## config.mk

```make
export PLATFORM = sky130hd
export DESIGN_NAME = paddle_move_sched
export DESIGN_NICKNAME = d
export VERILOG_FILES = /design/src/rtl/paddle_move_sched.sv
export SDC_FILE = /design/constraint.sdc
export NUM_CORES = 1
export LEC_CHECK = 0
export BUFFER_PORTS_ARGS = -buffer_cell sky130_fd_sc_hd__buf_2
export CAP_MARGIN = 10
export CORE_MARGIN = 4
export CORE_UTILIZATION = 30
export DETAILED_ROUTE_END_ITERATION = 10
export PLACE_DENSITY = 0.48
export SLEW_MARGIN = 20
export SYNTH_ARGS = -nofsm -noshare
export SYNTH_HDL_FRONTEND = slang
export SYNTH_SLANG_ARGS = --single-unit
```

## constraint.sdc

```tcl
create_clock -name clk -period 22.5 [get_ports clk]
set_input_delay 4.5 -clock clk [delete_from_list [all_inputs] [get_ports clk]]
set_output_delay 4.5 -clock clk [all_outputs]
set_load 0.02 [all_outputs]
```

## src/rtl/paddle_move_sched.sv

```systemverilog
// Paddle move scheduler: pending-move counters, tick-driven request latch and round-robin
// issue on one valid/ready update port (tick to first update in 2 edges; the offer is held while upd_ready is low). Optional macro: PADDLE_ACCEL_EN.
module paddle_move_sched #(
  parameter int POS_W    = 6,
  parameter int POS_MAX  = 47,
  parameter int POS_INIT = 20,
  parameter int PEND_W   = 3
) (
  input  logic             clk,
  input  logic             rst_n,
  input  logic             tick,
  input  logic             p0_left,
  input  logic             p0_right,
  input  logic             p1_left,
  input  logic             p1_right,
  input  logic             upd_ready,
  output logic             upd_valid,
  output logic             upd_player,
  output logic [POS_W-1:0] upd_pos,
  output logic [POS_W-1:0] pos0,
  output logic [POS_W-1:0] pos1,
  output logic             busy
);
  localparam int PMAX = (1 << (PEND_W - 1)) - 1;

  typedef enum logic {IDLE, ISSUE} state_t;

  state_t                   state_q, state_d;
  logic [POS_W-1:0]         pos_q  [2];
  logic [POS_W-1:0]         pos_d  [2];
  logic signed [PEND_W-1:0] pend_q [2];
  logic signed [PEND_W-1:0] pend_d [2];
  logic [1:0]               step_q [2];
  logic [1:0]               step_d [2];
  logic [1:0]               req_q, req_d;
  logic [1:0]               dir_q, dir_d;
  logic                     rr_q, rr_d;
  logic                     vld_q, vld_d;
  logic                     pl_q, pl_d;
  logic [POS_W-1:0]         upos_q, upos_d;
  logic                     pick;
  logic [1:0]               lft, rgt;

  assign lft = {p1_left, p0_left};
  assign rgt = {p1_right, p0_right};

  function automatic logic [POS_W-1:0] next_pos(input logic [POS_W-1:0] p,
                                                input logic right,
                                                input logic [1:0] s);
    return right ? p + POS_W'(s) : p - POS_W'(s);
  endfunction

  // Per-player pending counter, request latch and position write-back.
  always_comb begin
    int   p;
    int   room;
    int   stp;
    int   take;
    logic hs;
    logic latch;
    p     = 0;
    room  = 0;
    stp   = 0;
    take  = 0;
    hs    = 1'b0;
    latch = 1'b0;
    for (int i = 0; i < 2; i++) begin
      pos_d[i]  = pos_q[i];
      step_d[i] = step_q[i];
      req_d[i]  = req_q[i];
      dir_d[i]  = dir_q[i];
      p         = int'($signed(pend_q[i]));
      hs        = vld_q && upd_ready && (pl_q == 1'(i));
      latch     = tick && !req_q[i] && (pend_q[i] != '0);
      room      = pend_q[i][PEND_W-1] ? int'(pos_q[i]) : POS_MAX - int'(pos_q[i]);
`ifdef PADDLE_ACCEL_EN
      stp = (p >= 2 || p <= -2) ? 2 : 1;
`else
      stp = 1;
`endif
      if (stp > room) stp = room;

      if (latch) begin
        // Nothing left to move toward: the request is discarded with its backlog.
        if (stp == 0) begin
          p = 0;
        end else begin
          req_d[i]  = 1'b1;
          dir_d[i]  = ~pend_q[i][PEND_W-1];
          step_d[i] = 2'(stp);
        end
      end

      if (hs) begin
        pos_d[i] = upos_q;
        req_d[i] = 1'b0;
        take     = int'(step_q[i]);
        if (p > 0)      p = p - ((take < p) ? take : p);
        else if (p < 0) p = p + ((take < -p) ? take : -p);
      end

      p = p + int'(rgt[i]) - int'(lft[i]);
      if (p > PMAX)       p = PMAX;
      else if (p < -PMAX) p = -PMAX;
      pend_d[i] = PEND_W'(p);
    end
  end

  // Issue FSM: the update port is granted round-robin, back-to-back when both wait.
  always_comb begin
    state_d = state_q;
    vld_d   = vld_q;
    pl_d    = pl_q;
    upos_d  = upos_q;
    rr_d    = rr_q;
    pick    = 1'b0;
    case (state_q)
      IDLE: begin
        if (|req_q) begin
          pick    = (&req_q) ? rr_q : req_q[1];
          vld_d   = 1'b1;
          pl_d    = pick;
          upos_d  = next_pos(pos_q[pick], dir_q[pick], step_q[pick]);
          state_d = ISSUE;
        end
      end
      ISSUE: begin
        if (upd_ready) begin
          pick = ~pl_q;
          rr_d = ~pl_q;
          if (req_q[pick]) begin
            pl_d   = pick;
            upos_d = next_pos(pos_q[pick], dir_q[pick], step_q[pick]);
          end else begin
            vld_d   = 1'b0;
            state_d = IDLE;
          end
        end
      end
      default: state_d = IDLE;
    endcase
  end

  always_ff @(posedge clk or negedge rst_n) begin
    if (!rst_n) begin
      state_q   <= IDLE;
      pos_q[0]  <= POS_W'(POS_INIT);
      pos_q[1]  <= POS_W'(POS_INIT);
      pend_q[0] <= '0;
      pend_q[1] <= '0;
      step_q[0] <= 2'd0;
      step_q[1] <= 2'd0;
      req_q     <= 2'b00;
      dir_q     <= 2'b00;
      rr_q      <= 1'b0;
      vld_q     <= 1'b0;
      pl_q      <= 1'b0;
      upos_q    <= '0;
    end else begin
      state_q   <= state_d;
      pos_q[0]  <= pos_d[0];
      pos_q[1]  <= pos_d[1];
      pend_q[0] <= pend_d[0];
      pend_q[1] <= pend_d[1];
      step_q[0] <= step_d[0];
      step_q[1] <= step_d[1];
      req_q     <= req_d;
      dir_q     <= dir_d;
      rr_q      <= rr_d;
      vld_q     <= vld_d;
      pl_q      <= pl_d;
      upos_q    <= upos_d;
    end
  end

  assign upd_valid  = vld_q;
  assign upd_player = pl_q;
  assign upd_pos    = upos_q;
  assign pos0       = pos_q[0];
  assign pos1       = pos_q[1];
  assign busy       = (|req_q) | vld_q;

endmodule

```

== After elaboration in Yosys (flattened, before gate mapping) ==
Index checks and enable logic that the tools add are counted.
Operators by class
  $add $sub $neg: 16
  magnitude comparators: 18
  equal/unequal tests: 6
  mux-type cells: 65
  bitwise logic cells: 9
  reductions and logical operators: 24
Operators by type and width (count)
  32-bit two-way mux: 18
  3-bit by 32-bit < comparator with 1-bit output: 4
  6-bit two-way mux: 11
  32-bit by 2-bit adder with 32-bit output: 2
  32-bit adder: 2
  2-bit by 32-bit greater-than comparator with 1-bit output, first input constant: 2
  32-bit by 1-bit greater-than comparator with 1-bit output, second input constant: 2
  32-bit by 3-bit greater-than comparator with 1-bit output, second input constant: 2
  32-bit logical NOT: 2
  32-bit by 1-bit < comparator with 1-bit output, second input constant: 2
  32-bit by 3-bit < comparator with 1-bit output, second input constant: 2
  32-bit negation: 2
  32-bit by 2-bit subtractor with 32-bit output: 2
  32-bit subtractor: 2
  1-bit two-way mux: 22
  6-bit by 6-bit subtractor with 7-bit output, first input constant: 2
  6-bit by 2-bit adder with 6-bit output: 2
  2-bit two-way mux: 6
  3-bit two-way mux: 4
  6-bit one-hot mux with 2 select lines: 1
  2-bit AND reduction: 6
  6-bit by 2-bit subtractor with 6-bit output: 2
  2-bit != test, second input constant: 5
  1-bit logical AND: 7
  12 further kinds: 26
Word-level totals
  bits in registers: 36
  bits of input ports: 8
  output and inout port bits: 21
  word-level logic and storage cells: 153

== Depth between registers and ports, before layout ==
  depth after elaboration: 19
  mapped depth: 40
  mapped depth without buffers: 39

== Worst setup path after synthesis ==
OpenSTA, ideal clock, no wires.
  kind: input -> register
  from: input tick
  to: register pend_q[0] (netlist bit)
  library setup time: 0.128 ns
  data arrival time: 11.842 ns
  required time: 22.372 ns
  setup slack: 10.531 ns
  cell stages on the path: 35
  path buffers: 2
  path through: or4b_1 > a211o_1 > nand2_1 > clkbuf_1 > ha_1 > nand2_1 > o41a_1 > a21oi_1 > nand2_1 > nand2_1 > ha_1 > inv_1 > fa_1 > or2_2 > a221oi_1 > o21a_1 > nor2_1 > o21ai_0 > a21oi_1 > nor2_1 > o21ai_0 > a21boi_0 > ha_1 > buf_2 > a21o_1 > and4_1 > a2111oi_0 > a31oi_1 > a21o_1 > xnor2_1 > or4_1 > nand4bb_1 > nor4_1 > and4_1 > o21ai_1
RTL lines
  start, declared: line 11  | input logic tick,
  end, declared: line 31  | logic signed [PEND_W-1:0] pend_q [2];

==> results.py <==
metrics = {
    "outcome": {
        "status": "finished clean",
    },
    "synthesis": {
        "edff_count_synth": 0,
        "synthTopCellsByArea": "ha_1, dfrtp_1, a21oi_1, nand2_1, inv_1",
        "postSynthAreaPerCell_um2": 6.96,
        "portion_of_the_post_synthesis_area_used_by_sequential_elements_pct": 8.89,
        "synth.top_cell.area_share_pct": 17.0,
        "dominantRegCellSynth": "dfrtp_1",
        "ys.warnings.count": 0,
        "async_flop_share_pct": 100,
        "yosys.cell_types.count": 89,
        "synthDominantAreaCellType": "ha_1",
        "mappedNetlistArea_um2": 10200,
        "netlist_instances": 1464,
        "synth.ff_latch_count": 36,
    },
    "final_layout": {
        "n_antenna_cell": 0,
        "final_cells": 1918,
        "final_layout_size_suffix_gt1_share_pct": 6.33,
        "layout_common_cells": "nand2_1, ha_1, inv_1",
        "total_nets_final": 1623,
        "finish.utilization_pct": 32.6,
        "layout.cells.most_common": "nand2_1",
        "areaGrowthSynthToFinish_pct": 7.36,
    },
    "setup_path": {
        "critical_path.max_fanout": 17,
        "timing.critical_path.from": "tick",
        "critPathBufInv": 4,
        "slowest_stage": "o41a_1",
        "worst_r2r_path_depth": 36,
        "worst_path_largest_cell_delay_ns": 0.58,
        "r2r_setup_slack_ns": 12.48,
        "rr_startpoint": "pend_q[2]",
        "timing.critical_path.max_delay_family": "compound AO/OA/AOI/OAI gates",
        "crit_path_frequent_cell": "ha_1",
        "reg2reg_to": "pend_q[0]",
        "timing_worst_setup_path_type": "in -> reg",
        "setup.worst_path.start_class": "primary input",
        "crit_required_ns": 22.67,
        "timing.critical_path.to_type": "flop",
        "worst_ep_arrival_time_ns": 13.41,
    },
    "routing": {
        "drt-wirelength-per-cell_um": 16.5,
        "num_vias": 10400,
        "wirelength_routed_mm": 31.7,
        "post-route-drc-count": 0,
        "detail_route.first_pass.iterations": 5,
        "initialDrtViolationCount": 573,
        "antenna_violating_nets_post_route": 0,
        "drt-vias-per-instance": 5.43,
    },
    "clock_tree": {
        "number_of_instances_resized_during_post_cts_repair": 0,
        "ctsHoldBuffers": 0,
        "clk-insertion-delay-late_ns": 0.29,
        "clock_tree.root_cell": "clkbuf_16",
        "cts_num_sinks": 36,
        "postCtsSetupBuffers": 0,
        "htree_levels": 2,
        "clockBufferDepth": 2,
        "path_clk_slew_ns": 0.07,
        "tritoncts.num_buffers": 5,
        "cts_tree": "yes",
    },
    "sta": {
        "period_share_pct": 58.9,
        "grt_setup_unrepaired": "no",
        "final-setup-viol-count": 0,
        "worst-slew-pin-transition_ns": 0.932,
        "final.setup.tns_ns": 0,
        "max_slew_margin_pct": 37.9,
        "timing_hold_violations_final": 0,
        "fmax_mhz": 75.5,
        "final_critical_delay_including_setup_and_external_delays_ns": 13.24,
        "final_max_slew_viol_count": 0,
        "worst_clock_skew_ns": 0.0131,
    },
    "floorplan": {
        "ios": 29,
        "area_of_the_die_um2": 37000,
        "core_region_area_um2": 33500,
        "die_span_y_um": 192,
        "initial_core_util_pct": 30.4,
        "placementRows": 67,
        "die_x_um": 192,
    },
    "global_routing": {
        "number_of_global_route_vias_before_repair": 9961,
        "grt_util_all_layers_pct": 16.9,
        "number_of_antenna_violations_at_the_first_check_in_global_routing": 0,
        "globalRouteOverflowTotal": 0,
        "grt_pass1_wl_mm": 52.3,
        "grt_start_max_net_pins": 37,
    },
    "placed_design": {
        "place.detailed.instances": 1910,
        "gp_congestion": 0.892,
        "dp.final_hpwl_mm": 25.3,
        "io_buffers": 28,
    },
    "worst_hold_path": {
        "hold-path-endpoint": "rr_q",
        "timing.hold.worst.start": "rr_q",
        "hold_path_stages": 2,
        "hp-class": "reg -> reg",
    },
    "run": {
        "maxCapViolCount": 0,
    },
}
## registers in the layout (all words and copies together) (netlist names)
| register | cells |
|---|---|
| step_q | 4 |
| state_q | 1 |
| req_q | 2 |
| pos1 | 6 |
| upd_pos | 6 |
| upd_valid | 1 |
| rr_q | 1 |
| upd_player | 1 |
| pend_q | 6 |
| dir_q | 2 |
| pos0 | 6 |
## cell families (layout without fill, tap and decap cells)
kind of cell    Yosys count  count (layout)  share of synthesized area, %
flops                    36              36                          8.89
buf+inv                 200             179                          7.43
compound gates          492             492                          32.6
fa+ha+maj               146             146                          18.5
other cells               1              28                        0.0368
mux                      26              26                          2.76
xor+xnor                 69              69                          6.08
simple gates            494             494                          23.7
## synth_stat cells (all sizes together) (5+ instances only)
cell     number
or2          12
a31oi        16
nor3b         9
inv         138
dfrtp        32
nand3        35
buf           7
a221o         6
xor2         26
nand2b       10
xnor2        42
mux2i         9
clkbuf       55
a211oi       19
o211ai       10
o31a          5
o21a         34
or3          14
ha          138
a21boi       11
and2         22
a21o         39
o221ai        7
nand4        19
nand2       155
and3          9
nor2        115
nand3b        6
nor4         20
nor3         34
a21oi       126
o31ai        18
fa            8
mux2         17
a211o        17
a22o          6
nor2b        13
a2111oi       8
o21ai       105
o21bai       11
## cell type report
cell class | instances | area [um^2]
multi-input combinational | 1255 | 8620
clock inverter | 3 | 23.8
tap | 448 | 561
sequential | 36 | 906
fill | 3704 | 22600
clock buffer | 5 | 125
inverter | 138 | 518
timing repair buffer | 33 | 178
## routing by layer
layer | vias up | part of all wire [%] | global-route usage (%)
li1 | 5322 | - | -
met1 | 4871 | 49 | 24.0
met2 | 194 | 47 | 28.9
met3 | 33 | 2.6 | 0.760
met4 | 0 | 1.6 | 2.96
met5 | - | 0 | 0
## worst max path at each step
| stage | to | slack [ns] | depth (start not counted) |
|---|---|---|---|
| global route | pend_q[0] | 8.34 | 37 |
| global placement | pend_q[0] | 8.89 | 37 |
| detailed placement | pend_q[0] | 9.05 | 37 |
| CTS | pend_q[0] | 9.31 | 37 |
| floorplan | pend_q[0] | 10.53 | 35 |
| finish | pend_q[0] | 9.26 | 37 |
## worst register-to-register path, delay by kind of cell, from the launching register on
kind / cells / cell delay [ns]
flops: 1 / 0.65
xor+xnor: 1 / 0.19
buf+inv: 3 / 0.27
compound gates: 14 / 4.06
simple gates: 13 / 3.11
fa+ha+maj: 5 / 1.61
## stage by stage
stage / instance area (um^2) / setup slack (ns) / hold WS (ns)
after detailed placement: 10800 / 9.05 / 0.472
after global placement: 10800 / 8.89 / 0.457
final: 10900 / 9.26 / 0.494
after floorplan: 10300 / 10.53 / 0.444
after global routing: 10900 / 8.34 / 0.538
after CTS: 10900 / 9.31 / 0.488
Power is not shown: default switching activity piles up to over one toggle a cycle in this logic, so the estimate is an artifact.
